<file path="config.mk">
export PLATFORM = sky130hd
export DESIGN_NAME = ysyx_23060096_rf_wb_scheduler_flat
export DESIGN_NICKNAME = d
export VERILOG_FILES = /design/src/rtl/ysyx_23060096_rf_wb_scheduler_if.sv /design/src/rtl/ysyx_23060096_rf_wb_scheduler.sv /design/src/flat_wrapper.sv
export SDC_FILE = /design/constraint.sdc
export NUM_CORES = 1
export LEC_CHECK = 0
export ABC_AREA = 1
export CAP_MARGIN = 15
export CORE_ASPECT_RATIO = 1.2
export CORE_MARGIN = 3
export CORE_UTILIZATION = 49
export DETAILED_ROUTE_END_ITERATION = 10
export GPL_ROUTABILITY_DRIVEN = 0
export PLACE_DENSITY = 0.86
export SLEW_MARGIN = 0
export SYNTH_ARGS = -nofsm -noshare
export SYNTH_HDL_FRONTEND = slang
export SYNTH_SLANG_ARGS = --single-unit
</file>
<file path="constraint.sdc">
create_clock -name clk -period 5.2 [get_ports clk]
set_input_delay 1.3 -clock clk [delete_from_list [all_inputs] [get_ports clk]]
set_output_delay 1.3 -clock clk [all_outputs]
set_load 0.01 [all_outputs]
</file>
<file path="src/rtl/ysyx_23060096_rf_wb_scheduler_if.sv">
// Issue, write-back and register-file write bundle of the write-back scheduler.
// The slave side is the scheduler; the master side drives decode/EXU/LSU.
interface ysyx_23060096_rf_wb_scheduler_if #(
  parameter int unsigned ADDR_WIDTH = 5,
  parameter int unsigned DATA_WIDTH = 32,
  parameter int unsigned NREG       = 32
);
  logic                  issue_valid;
  logic [ADDR_WIDTH-1:0] issue_rd;
  logic [ADDR_WIDTH-1:0] issue_rs1;
  logic [ADDR_WIDTH-1:0] issue_rs2;
  logic                  issue_stall;

  logic                  wb0_valid;
  logic [ADDR_WIDTH-1:0] wb0_rd;
  logic [DATA_WIDTH-1:0] wb0_data;
  logic                  wb0_ready;

  logic                  wb1_valid;
  logic [ADDR_WIDTH-1:0] wb1_rd;
  logic [DATA_WIDTH-1:0] wb1_data;
  logic                  wb1_ready;

  logic                  rf_wen;
  logic [ADDR_WIDTH-1:0] rf_waddr;
  logic [DATA_WIDTH-1:0] rf_wdata;
  logic [NREG-1:0]       busy_vec;

  modport slave (
    input  issue_valid, issue_rd, issue_rs1, issue_rs2,
    input  wb0_valid, wb0_rd, wb0_data,
    input  wb1_valid, wb1_rd, wb1_data,
    output issue_stall, wb0_ready, wb1_ready,
    output rf_wen, rf_waddr, rf_wdata, busy_vec
  );

  modport master (
    output issue_valid, issue_rd, issue_rs1, issue_rs2,
    output wb0_valid, wb0_rd, wb0_data,
    output wb1_valid, wb1_rd, wb1_data,
    input  issue_stall, wb0_ready, wb1_ready,
    input  rf_wen, rf_waddr, rf_wdata, busy_vec
  );
endinterface

</file>
<file path="src/rtl/ysyx_23060096_rf_wb_scheduler.sv">
// Round-robin arbiter of EXU/LSU write-backs onto the single RF write port,
// plus a busy scoreboard that stalls issue on RAW/WAW hazards.
module ysyx_23060096_rf_wb_scheduler #(
  parameter int unsigned ADDR_WIDTH = 5,
  parameter int unsigned DATA_WIDTH = 32,
  parameter int unsigned NREG       = 32
) (
  input logic clk,
  input logic rst,
  ysyx_23060096_rf_wb_scheduler_if.slave bus
);

  logic                  rr_q, rr_d;
  logic                  rf_wen_q, rf_wen_d;
  logic [ADDR_WIDTH-1:0] rf_waddr_q, rf_waddr_d;
  logic [DATA_WIDTH-1:0] rf_wdata_q, rf_wdata_d;
  logic [NREG-1:0]       busy_q, busy_d;

  logic grant0, grant1, stall, accept;

  // rr_q holds the last granted index; on a tie the other requester wins
  always_comb begin
    grant0 = bus.wb0_valid & (~bus.wb1_valid | rr_q);
    grant1 = bus.wb1_valid & (~bus.wb0_valid | ~rr_q);
    stall  = bus.issue_valid &
             (((bus.issue_rs1 != '0) & busy_q[bus.issue_rs1]) |
              ((bus.issue_rs2 != '0) & busy_q[bus.issue_rs2]) |
              ((bus.issue_rd  != '0) & busy_q[bus.issue_rd]));
    accept = bus.issue_valid & ~stall;
  end

  always_comb begin
    rr_d       = rr_q;
    rf_wen_d   = 1'b0;
    rf_waddr_d = rf_waddr_q;
    rf_wdata_d = rf_wdata_q;
    busy_d     = busy_q;

    if (grant0) begin
      rr_d = 1'b0;
      if (bus.wb0_rd != '0) begin
        rf_wen_d   = 1'b1;
        rf_waddr_d = bus.wb0_rd;
        rf_wdata_d = bus.wb0_data;
      end
    end else if (grant1) begin
      rr_d = 1'b1;
      if (bus.wb1_rd != '0) begin
        rf_wen_d   = 1'b1;
        rf_waddr_d = bus.wb1_rd;
        rf_wdata_d = bus.wb1_data;
      end
    end

    // Clear before set so a same-edge set of the committing reg wins
    if (rf_wen_q) busy_d[rf_waddr_q] = 1'b0;
    if (accept && (bus.issue_rd != '0)) busy_d[bus.issue_rd] = 1'b1;
    busy_d[0] = 1'b0;
  end

  always_ff @(posedge clk or posedge rst) begin
    if (rst) begin
      rr_q       <= 1'b1;
      rf_wen_q   <= 1'b0;
      rf_waddr_q <= '0;
      rf_wdata_q <= '0;
      busy_q     <= '0;
    end else begin
      rr_q       <= rr_d;
      rf_wen_q   <= rf_wen_d;
      rf_waddr_q <= rf_waddr_d;
      rf_wdata_q <= rf_wdata_d;
      busy_q     <= busy_d;
    end
  end

  assign bus.issue_stall = stall;
  assign bus.wb0_ready   = grant0;
  assign bus.wb1_ready   = grant1;
  assign bus.rf_wen      = rf_wen_q;
  assign bus.rf_waddr    = rf_waddr_q;
  assign bus.rf_wdata    = rf_wdata_q;
  assign bus.busy_vec    = busy_q;

endmodule

</file>
<file path="src/flat_wrapper.sv">
// flat-port wrapper written by rule: the top's interface ports become plain ports
module ysyx_23060096_rf_wb_scheduler_flat 
#(
  parameter int unsigned ADDR_WIDTH = 5,
  parameter int unsigned DATA_WIDTH = 32,
  parameter int unsigned NREG       = 32
)
  (clk, rst, bus_issue_valid, bus_issue_rd, bus_issue_rs1, bus_issue_rs2, bus_wb0_valid, bus_wb0_rd, bus_wb0_data, bus_wb1_valid, bus_wb1_rd, bus_wb1_data, bus_issue_stall, bus_wb0_ready, bus_wb1_ready, bus_rf_wen, bus_rf_waddr, bus_rf_wdata, bus_busy_vec);
  ysyx_23060096_rf_wb_scheduler_if #(.ADDR_WIDTH(ADDR_WIDTH), .DATA_WIDTH(DATA_WIDTH), .NREG(NREG)) bus_i ();
  input logic clk;
  input logic rst;
  input wire logic [$bits(bus_i.issue_valid)-1:0] bus_issue_valid;
  input wire logic [$bits(bus_i.issue_rd)-1:0] bus_issue_rd;
  input wire logic [$bits(bus_i.issue_rs1)-1:0] bus_issue_rs1;
  input wire logic [$bits(bus_i.issue_rs2)-1:0] bus_issue_rs2;
  input wire logic [$bits(bus_i.wb0_valid)-1:0] bus_wb0_valid;
  input wire logic [$bits(bus_i.wb0_rd)-1:0] bus_wb0_rd;
  input wire logic [$bits(bus_i.wb0_data)-1:0] bus_wb0_data;
  input wire logic [$bits(bus_i.wb1_valid)-1:0] bus_wb1_valid;
  input wire logic [$bits(bus_i.wb1_rd)-1:0] bus_wb1_rd;
  input wire logic [$bits(bus_i.wb1_data)-1:0] bus_wb1_data;
  output wire logic [$bits(bus_i.issue_stall)-1:0] bus_issue_stall;
  output wire logic [$bits(bus_i.wb0_ready)-1:0] bus_wb0_ready;
  output wire logic [$bits(bus_i.wb1_ready)-1:0] bus_wb1_ready;
  output wire logic [$bits(bus_i.rf_wen)-1:0] bus_rf_wen;
  output wire logic [$bits(bus_i.rf_waddr)-1:0] bus_rf_waddr;
  output wire logic [$bits(bus_i.rf_wdata)-1:0] bus_rf_wdata;
  output wire logic [$bits(bus_i.busy_vec)-1:0] bus_busy_vec;
  assign bus_i.issue_valid = bus_issue_valid;
  assign bus_i.issue_rd = bus_issue_rd;
  assign bus_i.issue_rs1 = bus_issue_rs1;
  assign bus_i.issue_rs2 = bus_issue_rs2;
  assign bus_i.wb0_valid = bus_wb0_valid;
  assign bus_i.wb0_rd = bus_wb0_rd;
  assign bus_i.wb0_data = bus_wb0_data;
  assign bus_i.wb1_valid = bus_wb1_valid;
  assign bus_i.wb1_rd = bus_wb1_rd;
  assign bus_i.wb1_data = bus_wb1_data;
  assign bus_issue_stall = bus_i.issue_stall;
  assign bus_wb0_ready = bus_i.wb0_ready;
  assign bus_wb1_ready = bus_i.wb1_ready;
  assign bus_rf_wen = bus_i.rf_wen;
  assign bus_rf_waddr = bus_i.rf_waddr;
  assign bus_rf_wdata = bus_i.rf_wdata;
  assign bus_busy_vec = bus_i.busy_vec;
  ysyx_23060096_rf_wb_scheduler #(.ADDR_WIDTH(ADDR_WIDTH), .DATA_WIDTH(DATA_WIDTH), .NREG(NREG)) u_core (.clk(clk), .rst(rst), .bus(bus_i));
endmodule
</file>
==> results of run 1 <==
## power groups by stage
stage | clock network, mW | logic [mW] | registers, mW
detailed placement | 0 | 1.16 | 0.949
global placement | 0 | 1.14 | 0.943
CTS | 0.432 | 1.16 | 0.941
global route | 0.457 | 1.28 | 0.971
floorplan | 0 | 0.522 | 0.953
finish | 0.424 | 1.17 | 0.949
## cell families after synthesis
logic type,synth area share [%]
other cells,0.08309
compound gates,10.67
simple gates,40.12
flops,38.84
buf+inv,10.29
## per-stage QoR
step / instances / setup slack [ns] / cell area (µm²) / hold slack [ns]
final: 951 / 0.2233 / 6352 / 0.5060
after global routing: 951 / 0.04968 / 6352 / 0.5257
after CTS: 951 / 0.2525 / 6352 / 0.5045
after detailed placement: 937 / 0.2844 / 6160 / 0.4987
after global placement: 937 / 0.2970 / 6160 / 0.4767
after floorplan: 679 / 1.424 / 4513 / 0.4667
## flip-flops by register name (all words and copies together) (netlist names)
| register | count |
|---|---|
| u_core.bus.rf_waddr | 5 |
| u_core.bus.busy_vec | 31 |
| u_core.bus.rf_wdata | 32 |
| u_core.rr_q | 1 |
| u_core.bus.rf_wen | 1 |
## cell type report
type / instances / share of cell area (%)
Clock buffer: 14 / 3.033
Inverter: 62 / 3.664
Tap cell: 117 / 2.305
Timing Repair Buffer: 175 / 27.18
Multi-Input combinational cell: 513 / 36.22
Sequential cell: 70 / 27.60
## synthesized netlist by cell type (all sizes together)
master,n
nand2,256
nor2,82
dfrtp,69
inv,62
nand3,46
o21ai,40
a31oi,36
nand4,34
buf,27
nor3,8
clkbuf,7
a21oi,5
a21boi,2
conb,1
dfstp,1
nor4,1
o211ai,1
o41ai,1
## tightest hold or removal path, delay by kind of cell, from the launching register on
kind | cells | cell delay (ns)
flops | 1 | 0.37
compound gates | 1 | 0.07
buf+inv | 1 | 0.06
## routing by layer
layer	up-vias	GRT usage, %	wire [µm]
li1	2512	-	-
met1	2424	34.77	5593
met2	374	52.10	7827
met3	62	8.622	1752
met4	0	15.41	598
met5	-	0	0
## how the worst max path moves through the flow
stage / endpoint / slack (ns) / depth (start not counted)
global placement: bus_issue_stall / 0.30 / 12
global route: bus_issue_stall / 0.05 / 15
CTS: bus_issue_stall / 0.25 / 12
floorplan: bus_issue_stall / 1.42 / 11
finish: bus_issue_stall / 0.22 / 13
detailed placement: bus_issue_stall / 0.28 / 12
==> flow_metrics.env, run 1 <==
export IMPL_ys_seq_area_share_pct=38.84
export IMPL_yosysTopAreaCell="dfrtp_1"
export IMPL_netlist_instances=679
export IMPL_power_mw=2.544
export IMPL_grt_max_degree=42
export IMPL_portBuffers=165
export IMPL_p_leak_nw=2.944
export IMPL_synth_area_um2=4513
export IMPL_antenna_found_initial=0
export IMPL_cts_resized=0
export IMPL_layout_commonest_cell="nand2_1"
export IMPL_insertion_delay_ns=0.34
export IMPL_synthTopCellsByArea="dfrtp_1, nand2_1, nor2_1"
export IMPL_maxSlewViolCount=0
export IMPL_crit_path_start="bus_issue_rs1[1]"
export IMPL_post_dp_hpwl_mm=12.01
export IMPL_critPathLaunchType="input port"
export IMPL_htreeDepth=3
export IMPL_rsz0062_at_grt="false"
export IMPL_period_minus_slack_ns=4.977
export IMPL_path_buf_inv=4
export IMPL_worstPathCellList="clkdlybuf4s50_1 > inv_1 > nand2_1 > nand2_1 > nand2_1 > nand2_1 > inv_1 > nand2_1 > nand2_2 > nand2_2 > nor2_8 > a21boi_0 > clkdlybuf4s50_1"
export IMPL_regArea_um2=1753
export IMPL_p_clk_share_pct=16.7
export IMPL_drive_above_1_share_pct=5.276
export IMPL_r2r_start="u_core.rr_q"
export IMPL_power_net_switching_mw=1.030
export IMPL_wl_per_cell_um=16.58
export IMPL_viasPerCell=5.649
export IMPL_synth_cell_types=28
export IMPL_hold_depth=2
export IMPL_max_freq_mhz=200.9
export IMPL_end_kind="primary output"
export IMPL_cts_setup_buffers=0
export IMPL_power_density_nw_per_um2=400.4
export IMPL_max_cap_violations=0
export IMPL_skew_ns=0.01154
export IMPL_min_from="u_core.rr_q"
export IMPL_critPathRequiredTime_ns=3.90
export IMPL_cp_slowest_stage_delay_ns=0.62
export IMPL_ir_drop_uv=196.4
export IMPL_finish_utilization_pct=72.60
export IMPL_tns_ns=0
export IMPL_drt_wl_total_mm=15.77
export IMPL_yosysWarnings=0
export IMPL_cts_tree="built"
export IMPL_seq_power_share_pct=37.3
export IMPL_overflow=0
export IMPL_design_core_area_um2=8750
export IMPL_crit_fanout=9
export IMPL_switching_share_pct=40.51
export IMPL_crit_type="input port to primary output"
export IMPL_fillers=639
export IMPL_rr_endpoint="u_core.bus.rf_wdata[20]"
export IMPL_first_global_vias=5220
export IMPL_grt_pass1_wl_mm=25.40
export IMPL_syn_nets=773
export IMPL_ys_seq_elements=70
export IMPL_cts_clk_slew_worst_paths_ns=0.07
export IMPL_root_buffer="clkbuf_8"
export IMPL_num_vias=5372
export IMPL_whs_endpoint="u_core.rr_q"
export IMPL_holdBufCountCts=0
export IMPL_setup_viol=0
export IMPL_dieArea_um2=10400
export IMPL_hold_path_class="flop to flop"
export IMPL_ctsLongestPathBuffers=2
export IMPL_drtIter0Drc=569
export IMPL_drc=0
export IMPL_io_pins=167
export IMPL_cpMaxStageDelayCell="clkdlybuf4s50_1"
export IMPL_track_usage_pct=30.69
export IMPL_dr_pass1_iters=7
export IMPL_cpMostUsedCell="nand2_1"
export IMPL_arrival_ns=3.68
export IMPL_hold_viol_final=0
export IMPL_synth_top_area_share_pct=38.26
export IMPL_num_rows=37
export IMPL_status="finished clean"
export IMPL_comb_power_share_pct=46.0
export IMPL_period_share_pct=95.71
export IMPL_clock_sinks=70
export IMPL_num_antenna_cells=0
export IMPL_nets=925
export IMPL_cts_buffers_inserted=9
export IMPL_final_cell_mix="nand2_1, clkdlybuf4s50_1, nor2_1"
export IMPL_worst_pin_slew_ns=0.9653
export IMPL_multiInputGateArea_um2=2301
export IMPL_syn_area_per_cell_um2=6.647
export IMPL_ant_nets=0
export IMPL_r2r_slack_ns=2.56
export IMPL_areaGrowthSynthToFinish_pct=40.75
export IMPL_start_util_pct=51.58
export IMPL_die_w_um=93.61
export IMPL_rr_worst_depth=10
export IMPL_p_int_mw=1.513
export IMPL_die_height_um=111.1
export IMPL_slew_headroom_pct=35.57
export IMPL_cpLargestDelayFamily="buffers and inverters"
(Power assumes the default switching activity.)
==> inputs of run 2 (changes only) <==
Clock period 5.2 ns to 6.2 ns, I/O delays scaled along.
==> run 2 against run 1 <==
  * Sequential share of layout area about the same
  * Combinational power shrank 16%
  * Wire length is 0.93% lower
  * Sequential power shrank 16%
  * Register-to-register slack gained 0.95 ns
  * Setup slack improved by 0.42 ns
  * Flip-flop and latch count is the same
  * Clock skew decreased by 0.0023 ns
  * Global-route usage grew 0.60 points
  * Critical endpoint unchanged
==> flow_metrics.env, run 2 (synthesis results as in run 1) <==
export IMPL_status="finished clean"
export IMPL_num_antenna_cells=0
export IMPL_dp_slack_ns=0.6534
export IMPL_cts_tree="built"
export IMPL_final_cell_mix="nand2_1, clkdlybuf4s50_1, nor2_1"
export IMPL_ant_nets=0
export IMPL_design_core_area_um2=8750
export IMPL_cts_clk_slew_worst_paths_ns=0.07
export IMPL_wl_per_cell_um=16.43
export IMPL_p_leak_nw=2.940
export IMPL_overflow=0
export IMPL_rsz0062_at_grt="false"
export IMPL_setup_ws_ns=0.6417
export IMPL_post_dp_hpwl_mm=11.92
export IMPL_start_util_pct=51.58
export IMPL_ctsLongestPathBuffers=2
export IMPL_layout_commonest_cell="nand2_1"
export IMPL_areaGrowthSynthToFinish_pct=40.59
export IMPL_crit_fanout=12
export IMPL_dieArea_um2=10400
export IMPL_ir_drop_uv=162.8
export IMPL_arrival_ns=4.01
export IMPL_cp_depth=12
export IMPL_cpLargestDelayFamily="buffers and inverters"
export IMPL_maxSlewViolCount=0
export IMPL_die_w_um=93.61
export IMPL_antenna_found_initial=0
export IMPL_viasPerCell=5.614
export IMPL_cts_setup_buffers=0
export IMPL_track_usage_pct=31.29
export IMPL_worst_pin_slew_ns=0.9443
export IMPL_critPathRequiredTime_ns=4.65
export IMPL_cts_resized=0
export IMPL_cp_slowest_stage_delay_ns=0.72
export IMPL_period_share_pct=89.65
export IMPL_die_height_um=111.1
export IMPL_portBuffers=165
export IMPL_power_density_nw_per_um2=339.6
export IMPL_first_global_vias=5301
export IMPL_nets=923
export IMPL_timing_hold_ws_ns=0.5172
export IMPL_num_rows=37
export IMPL_slew_headroom_pct=36.97
export IMPL_cpMaxStageDelayCell="clkdlybuf4s50_1"
export IMPL_stdcell_count=951
export IMPL_rr_worst_depth=10
export IMPL_grt_pass1_wl_mm=25.92
export IMPL_drt_wl_total_mm=15.62
export IMPL_dpl_cell_count=935
export IMPL_root_buffer="clkbuf_8"
export IMPL_grt_max_degree=71
export IMPL_dr_pass1_iters=5
export IMPL_hold_path_class="flop to flop"
export IMPL_max_freq_mhz=179.9
export IMPL_num_vias=5339
export IMPL_hold_viol_final=0
export IMPL_drc=0
export IMPL_largest_reg_flops=32
export IMPL_holdBufCountCts=0
export IMPL_skew_ns=0.009195
export IMPL_stdcell_area_um2=6345
export IMPL_insertion_delay_ns=0.34
export IMPL_tns_ns=0
export IMPL_dpl_cell_area_um2=6145
export IMPL_cts_buffers_inserted=9
export IMPL_end_kind="primary output"
export IMPL_htreeDepth=3
export IMPL_io_pins=167
export IMPL_period_minus_slack_ns=5.558
export IMPL_max_cap_violations=0
export IMPL_drive_above_1_share_pct=5.156
export IMPL_critPathLaunchType="input port"
export IMPL_drtIter0Drc=608
export IMPL_setup_viol=0
export IMPL_worstPathCellList="clkdlybuf4s50_1 > nand2_2 > inv_1 > nand2_1 > o211ai_1 > nand2_1 > nand2_1 > nor2_1 > nand2_2 > nor2_8 > a21boi_0 > clkdlybuf4s50_1"
export IMPL_path_buf_inv=3
export IMPL_hold_depth=2
export IMPL_crit_type="input port to primary output"
export IMPL_clock_sinks=70
export IMPL_cpMostUsedCell="nand2_1"
## run 2: cell types whose count changed in the layout (fill, tap and decap cells not counted), sizes merged
cell | before | now
clkinv | 0 | 3
buf | 10 | 8
clkbuf | 14 | 12
bufinv | 0 | 1
## run 2: through the flow
stage	power [mW]	util, %
after floorplan	1.237	-
after global placement	1.748	70.23
after detailed placement	1.772	70.23
final	2.154	72.52
after CTS	2.148	72.52
after global routing	2.294	72.52
## run 2: path summary, 6_finish.rpt
path / from / to / slack, ns
max reg2reg: u_core.rr_q / u_core.bus.rf_wdata[6] / 3.51
min: u_core.rr_q / u_core.rr_q / 0.52
max in group asynchronous: rst / u_core.bus.busy_vec[23] / 3.85
min reg2reg: u_core.rr_q / u_core.rr_q / 0.52
max: bus_issue_rd[0] / bus_issue_stall / 0.64
min in group asynchronous: rst / u_core.bus.rf_wdata[8] / 1.78
## run 2: where the power goes
group	internal (mW)	switching, mW
Sequential	0.605	0.192
Combinational	0.468	0.519
Clock	0.206	0.164
## run 2: area by class of cell
class / count / area (µm²)
fillers: 675 / 2405
clock inverters: 4 / 45.04
clock buffers: 12 / 155.1
repair buffers: 173 / 1712
flip-flops and latches: 70 / 1753
multi-input cells: 513 / 2301
well taps: 117 / 146.4
inverters: 62 / 232.7
## run 2: worst min-delay path: stages (launching register included)
cell	delay [ns]
dfstp_2	0.37
inv_1	0.05
o21ai_0	0.08
## run 2: layer usage
layer | vias up | share of wire [%] | track usage, %
met4 | 0 | 4.6 | 13.87
met1 | 2397 | 35 | 34.95
met5 | - | 0 | 0
met2 | 364 | 49 | 53.39
li1 | 2508 | - | -
met3 | 70 | 12 | 10.52
